File: src/rtl/vga_pkg.sv
// Shared 640x480@60 timing constants and coordinate type for the video path.
// Reused by vga_timing_gen and the pixel-coordinate calculator.
package vga_pkg;

  localparam int unsigned COORD_W = 10;

  typedef logic [COORD_W-1:0] vga_coord_t;

  localparam int unsigned VGA_H_SYNC = 96;
  localparam int unsigned VGA_H_BP   = 48;
  localparam int unsigned VGA_H_ACT  = 640;
  localparam int unsigned VGA_H_FP   = 16;
  localparam int unsigned VGA_V_SYNC = 2;
  localparam int unsigned VGA_V_BP   = 11;
  localparam int unsigned VGA_V_ACT  = 480;
  localparam int unsigned VGA_V_FP   = 32;

  localparam int unsigned H_TOTAL = VGA_H_SYNC + VGA_H_BP + VGA_H_ACT + VGA_H_FP;
  localparam int unsigned V_TOTAL = VGA_V_SYNC + VGA_V_BP + VGA_V_ACT + VGA_V_FP;

  // Active window as half-open ranges [start, end) in raw counter space.
  localparam int unsigned H_ACT_START = VGA_H_SYNC + VGA_H_BP;
  localparam int unsigned H_ACT_END   = H_ACT_START + VGA_H_ACT;
  localparam int unsigned V_ACT_START = VGA_V_SYNC + VGA_V_BP;
  localparam int unsigned V_ACT_END   = V_ACT_START + VGA_V_ACT;

  function automatic vga_coord_t to_coord(int unsigned v);
    return vga_coord_t'(v);
  endfunction

endpackage

File: src/rtl/vga_axis_counter.sv
// Generic wrapping raster counter with registered sync and active-window decode.
// Decode is taken from the next-state count so it always matches count_o.
module vga_axis_counter
  import vga_pkg::*;
#(
  parameter int unsigned Total    = H_TOTAL,
  parameter int unsigned SyncLen  = VGA_H_SYNC,
  parameter int unsigned ActStart = H_ACT_START,
  parameter int unsigned ActEnd   = H_ACT_END,
  parameter logic        SyncPol  = 1'b0
) (
  input  logic       clk,
  input  logic       rst_n,
  input  logic       en_i,
  output logic [9:0] count_o,
  output logic       last_o,
  output logic       sync_o,
  output logic       act_o
);

  localparam vga_coord_t LastC     = to_coord(Total - 1);
  localparam vga_coord_t SyncLenC  = to_coord(SyncLen);
  localparam vga_coord_t ActStartC = to_coord(ActStart);
  localparam vga_coord_t ActEndC   = to_coord(ActEnd);

  vga_coord_t count_q, count_d;
  logic       sync_q, sync_d;
  logic       act_q, act_d;

  always_comb begin
    count_d = count_q;
    if (en_i) begin
      count_d = (count_q == LastC) ? '0 : count_q + 10'd1;
    end
    sync_d = (count_d < SyncLenC) ? SyncPol : ~SyncPol;
    act_d  = (count_d >= ActStartC) && (count_d < ActEndC);
  end

  always_ff @(posedge clk) begin
    if (!rst_n) begin
      count_q <= '0;
      sync_q  <= SyncPol;
      act_q   <= 1'b0;
    end else begin
      count_q <= count_d;
      sync_q  <= sync_d;
      act_q   <= act_d;
    end
  end

  assign count_o = count_q;
  assign last_o  = (count_q == LastC);
  assign sync_o  = sync_q;
  assign act_o   = act_q;

endmodule

File: src/rtl/vga_timing_gen.sv
// Free-running VGA raster generator: counters, syncs, active flag, line/frame strobes.
// Define VGA_TIMING_GEN_PIXDIV_EN to derive a half-rate pix_en from clk.
module vga_timing_gen
  import vga_pkg::*;
#(
  parameter int unsigned H_SYNC   = VGA_H_SYNC,
  parameter int unsigned H_BP     = VGA_H_BP,
  parameter int unsigned H_ACT    = VGA_H_ACT,
  parameter int unsigned H_FP     = VGA_H_FP,
  parameter int unsigned V_SYNC   = VGA_V_SYNC,
  parameter int unsigned V_BP     = VGA_V_BP,
  parameter int unsigned V_ACT    = VGA_V_ACT,
  parameter int unsigned V_FP     = VGA_V_FP,
  parameter logic        SYNC_POL = 1'b0
) (
  input  logic       clk,
  input  logic       rst_n,
  output logic [9:0] x,
  output logic [9:0] y,
  output logic       hsync,
  output logic       vsync,
  output logic       active,
  output logic       pix_en,
  output logic       line_start,
  output logic       frame_start
);

  localparam int unsigned HTotal    = H_SYNC + H_BP + H_ACT + H_FP;
  localparam int unsigned VTotal    = V_SYNC + V_BP + V_ACT + V_FP;
  localparam int unsigned HActStart = H_SYNC + H_BP;
  localparam int unsigned VActStart = V_SYNC + V_BP;

  logic pix_en_q, pix_en_d;
  logic line_start_q, line_start_d;
  logic frame_start_q, frame_start_d;
  logic h_last, v_last;
  logic h_act, v_act;
  logic v_en;

  assign v_en = pix_en_q & h_last;

  vga_axis_counter #(
    .Total    (HTotal),
    .SyncLen  (H_SYNC),
    .ActStart (HActStart),
    .ActEnd   (HActStart + H_ACT),
    .SyncPol  (SYNC_POL)
  ) u_h_counter (
    .clk     (clk),
    .rst_n   (rst_n),
    .en_i    (pix_en_q),
    .count_o (x),
    .last_o  (h_last),
    .sync_o  (hsync),
    .act_o   (h_act)
  );

  vga_axis_counter #(
    .Total    (VTotal),
    .SyncLen  (V_SYNC),
    .ActStart (VActStart),
    .ActEnd   (VActStart + V_ACT),
    .SyncPol  (SYNC_POL)
  ) u_v_counter (
    .clk     (clk),
    .rst_n   (rst_n),
    .en_i    (v_en),
    .count_o (y),
    .last_o  (v_last),
    .sync_o  (vsync),
    .act_o   (v_act)
  );

  always_comb begin
`ifdef VGA_TIMING_GEN_PIXDIV_EN
    pix_en_d = ~pix_en_q;
`else
    pix_en_d = 1'b1;
`endif
    // Strobes follow the pixel they belong to, so they only change on an advance.
    line_start_d  = line_start_q;
    frame_start_d = frame_start_q;
    if (pix_en_q) begin
      line_start_d  = h_last;
      frame_start_d = h_last & v_last;
    end
  end

  always_ff @(posedge clk) begin
    if (!rst_n) begin
      pix_en_q      <= 1'b0;
      line_start_q  <= 1'b0;
      frame_start_q <= 1'b0;
    end else begin
      pix_en_q      <= pix_en_d;
      line_start_q  <= line_start_d;
      frame_start_q <= frame_start_d;
    end
  end

  // Both window flags are flops fed from next-state counts.
  assign active      = h_act & v_act;
  assign pix_en      = pix_en_q;
  assign line_start  = line_start_q;
  assign frame_start = frame_start_q;

endmodule

File: config.mk
export PLATFORM = sky130hd
export DESIGN_NAME = vga_timing_gen
export DESIGN_NICKNAME = d
export VERILOG_FILES = /design/src/rtl/vga_pkg.sv /design/src/rtl/vga_axis_counter.sv /design/src/rtl/vga_timing_gen.sv
export SDC_FILE = /design/constraint.sdc
export NUM_CORES = 1
export LEC_CHECK = 0
export ABC_AREA = 1
export BUFFER_PORTS_ARGS = -buffer_cell sky130_fd_sc_hd__buf_2
export CORE_UTILIZATION = 50
export DETAILED_ROUTE_END_ITERATION = 8
export PLACE_DENSITY = 0.85
export SYNTH_ARGS = -nofsm -noshare
export SYNTH_HDL_FRONTEND = slang
export SYNTH_SLANG_ARGS = --single-unit
File: constraint.sdc
create_clock -name clk -period 1.68 [get_ports clk]
set_clock_uncertainty 0.2 [all_clocks]
set_input_delay 0.336 -clock clk [delete_from_list [all_inputs] [get_ports clk]]
set_output_delay 0.336 -clock clk [all_outputs]
set_load 0.02 [all_outputs]
==> reports/qor.txt <==
Multi-input logic area = 1245 um^2
Clock buffer count from CTS = 3
Die Area = 3436 um^2
Worst-Skew Late Latency = 360 ps
Critical path's largest stage delay = 370 ps
Mapped Cells = 249
Post-layout instance area = 2738 um^2
H-tree levels = 1
Slew @ Worst Pin = 293.6 ps
Worst EP arrival = 2230 ps
Crit path launch type = flip-flop
Fillcell total = 141
N_diodes = 0
Clk pin slew, worst setup/hold paths = 170 ps
Vias = 2364
Root Buffer = clkbuf_4
Max Cap Viol = 0
Detailed-route DRC error count = 0
Vias in the first global route = 1968
Tot GR Track Use = 33.33%
Die X = 58.62 um
Num rows = 20
Clk sinks = 27
RSZ-0062 raised after global routing = true
Worst slew margin = 80.34%
First-pass GRT wire length = 8659 um
I/O Pins = 28
Critical Path Fanout Max = 4
Type of the worst min-delay path = reg -> reg
Slowest cell on crit path = dfxtp_1
Dpl cell area = 2173 um^2
Peak supply drop = 0.5168 mV
Dpl hpwl = 3331 um
Mapped cell area = 1603 um^2
Sequential cell area = 568.0 um^2
Largest net degree at the start of global routing = 17
CP top delay family = simple AND/OR/NAND/NOR gates
Via density = 6.124
CP Data Required Time = 1760 ps
Area added between synthesis and finish = 70.80%
Cell Chain, Critical Path = inv_1, nand2_1, nor2_4, nand4_2, nand2_1, nand2_1, nor2_1, nand2_1, nor2_2, nor2_2
Drt wl/cell = 19.81 um
Critical path type = reg -> reg
Share of layout cells above drive strength 1 = 54.97%
Port Buffers = 27
Syn_area_per_cell = 6.437 um^2
Crit path buffers/inverters = 1
Final Critical Period = 2148 ps
Pre-CTS WS = -233.8 ps
Failing checks = negative setup slack
Clk buf depth = 2
Crit end category = flip-flop
Final setup violation count = 21
Fmax = 0.4655 GHz
Drt first pass iters = 7
Final worst path period share = 127.9%
DR iter-0 viols = 350
Synth warnings = 0
Most frequent cells in the layout = nand2_1, buf_4, nor2_1
Initial antenna violation count = 0
Run status = finished with violations
Sequential share of the synthesized area = 33.72%
Crit-path most repeated cell = nand2_1
Final WS setup = -468.4 ps
GR Overflow Total = 0
Leading cell type in the layout, fill and taps excluded = nand2_1
Chip height = 58.62 um
Hold Vio Cnt, Final = 0
Distinct cells, synth = 29
Lkg Pwr = 1.366 nW
Power density over the cells = 394.7 nW/um^2
#FFs+latches synth = 27
Drt total wl = 7646 um
Mapped Nets = 254
Routability cong. = 0.8810
Routed Antenna Nets = 0
Final #Nets = 348
Core area = 3053 um^2
Max Slew Vio Count = 0
CTS tree = built
Initial Util = 52.50%
[cell usage after synthesis, drive strengths merged]
cell | number | share of area, %
clkinv | 1 | 0.55
o21ai | 10 | 3.6
buf | 2 | 1.0
nor2 | 50 | 14
dfxtp | 27 | 34
o211ai | 1 | 0.47
a21oi | 10 | 3.6
xor2 | 2 | 1.1
and3 | 1 | 0.39
ha | 3 | 2.3
nor3b | 1 | 0.47
nand4 | 6 | 3.3
nand3 | 19 | 7.2
inv | 34 | 8.0
clkbuf | 2 | 0.47
nand2 | 77 | 19
nor3 | 3 | 0.94
[routing by layer]
metal | vias to the layer above | wire length, um | track usage (%)
li1 | 967 | - | -
met1 | 1081 | 2705 | 42.16
met2 | 238 | 3527 | 55.67
met3 | 78 | 908 | 4.176
met4 | 0 | 505 | 17.35
met5 | - | 0 | 0
[power breakdown]
part / switching, mW / total (mW) / internal [mW]
Sequential: 0.00689 / 0.647 / 0.640
Clock: 0.239 / 0.330 / 0.0917
Combinational: 0.0574 / 0.103 / 0.0455
[worst reg2reg max path, cell delays in order, from the launching register on]
cell,delay (ps)
dfxtp_1,370
inv_1,140
nand2_1,130
nor2_4,170
nand4_2,210
nand2_1,180
nand2_1,130
nor2_1,200
nand2_1,120
nor2_2,150
nor2_2,60
[kinds of logic after synthesis]
kind of cell | count (synthesis) | synth area share [%]
adders and majority gates | 3 | 2.342
DFF | 27 | 33.72
and+or+nand+nor | 157 | 45.20
xor gates and xnor gates | 2 | 1.093
AOI/OAI and AO/OA | 21 | 7.650
buffers and inverters | 39 | 9.993
[metrics by stage]
step | std cells | utilization [%] | total power, mW | hold WS [ps] | TNS, ps
detailed placement | 364 | 71.19 | 0.7235 | 273.1 | -718.6
floorplan | 249 | - | 0.6963 | 163.7 | -222.4
global route | 386 | 89.67 | 1.093 | 359.5 | -2629
finish | 386 | 89.67 | 1.081 | 342.8 | -1898
global placement | 364 | 71.19 | 0.7215 | 251.4 | -396.6
CTS | 380 | 78.93 | 1.030 | 295.0 | -806.0
[what timing repair did]
item | in CTS | in global routing
endpoints found under the hold margin | 1 | 0
gates cloned | 0 | 1
buffers inserted | 11 | 8
gates resized for setup | 35 | 77
hold buffers | 1 | 0
pin swaps | 13 | 38
setup endpoints to repair | 11 | 22
[worst paths after layout]
path | startpoint | to | slack (ps) | depth (start not counted)
max reg2reg | u_h_counter.count_o[6]$_SDFF_PN0_ | u_v_counter.act_o$_SDFF_PN0_ | -470 | 10
min reg2reg | line_start$_SDFFE_PN0P_ | line_start$_SDFFE_PN0P_ | 340 | 2
max | u_h_counter.count_o[6]$_SDFF_PN0_ | u_v_counter.act_o$_SDFF_PN0_ | -470 | 10
min | line_start$_SDFFE_PN0P_ | line_start$_SDFFE_PN0P_ | 340 | 2
[final cells by class]
class                   instances  share of cell area (%)
multi-input cells             184                   45.48
repair buffers                 92                   25.32
flip-flops and latches         27                   20.75
inverters                      35                   5.347
well taps                      44                   2.011
clock buffers                   3                  0.8227
clock inverters                 1                  0.2742
[flip-flops by register name, indices dropped and copies added (netlist names)]
signal               flops
u_h_counter.count_o     10
u_v_counter.count_o     10
line_start               1
u_v_counter.sync_o       1
u_h_counter.sync_o       1
u_v_counter.act_o        1
u_h_counter.act_o        1
frame_start              1
pix_en                   1
Note: power is estimated with default switching activity, not from simulation.
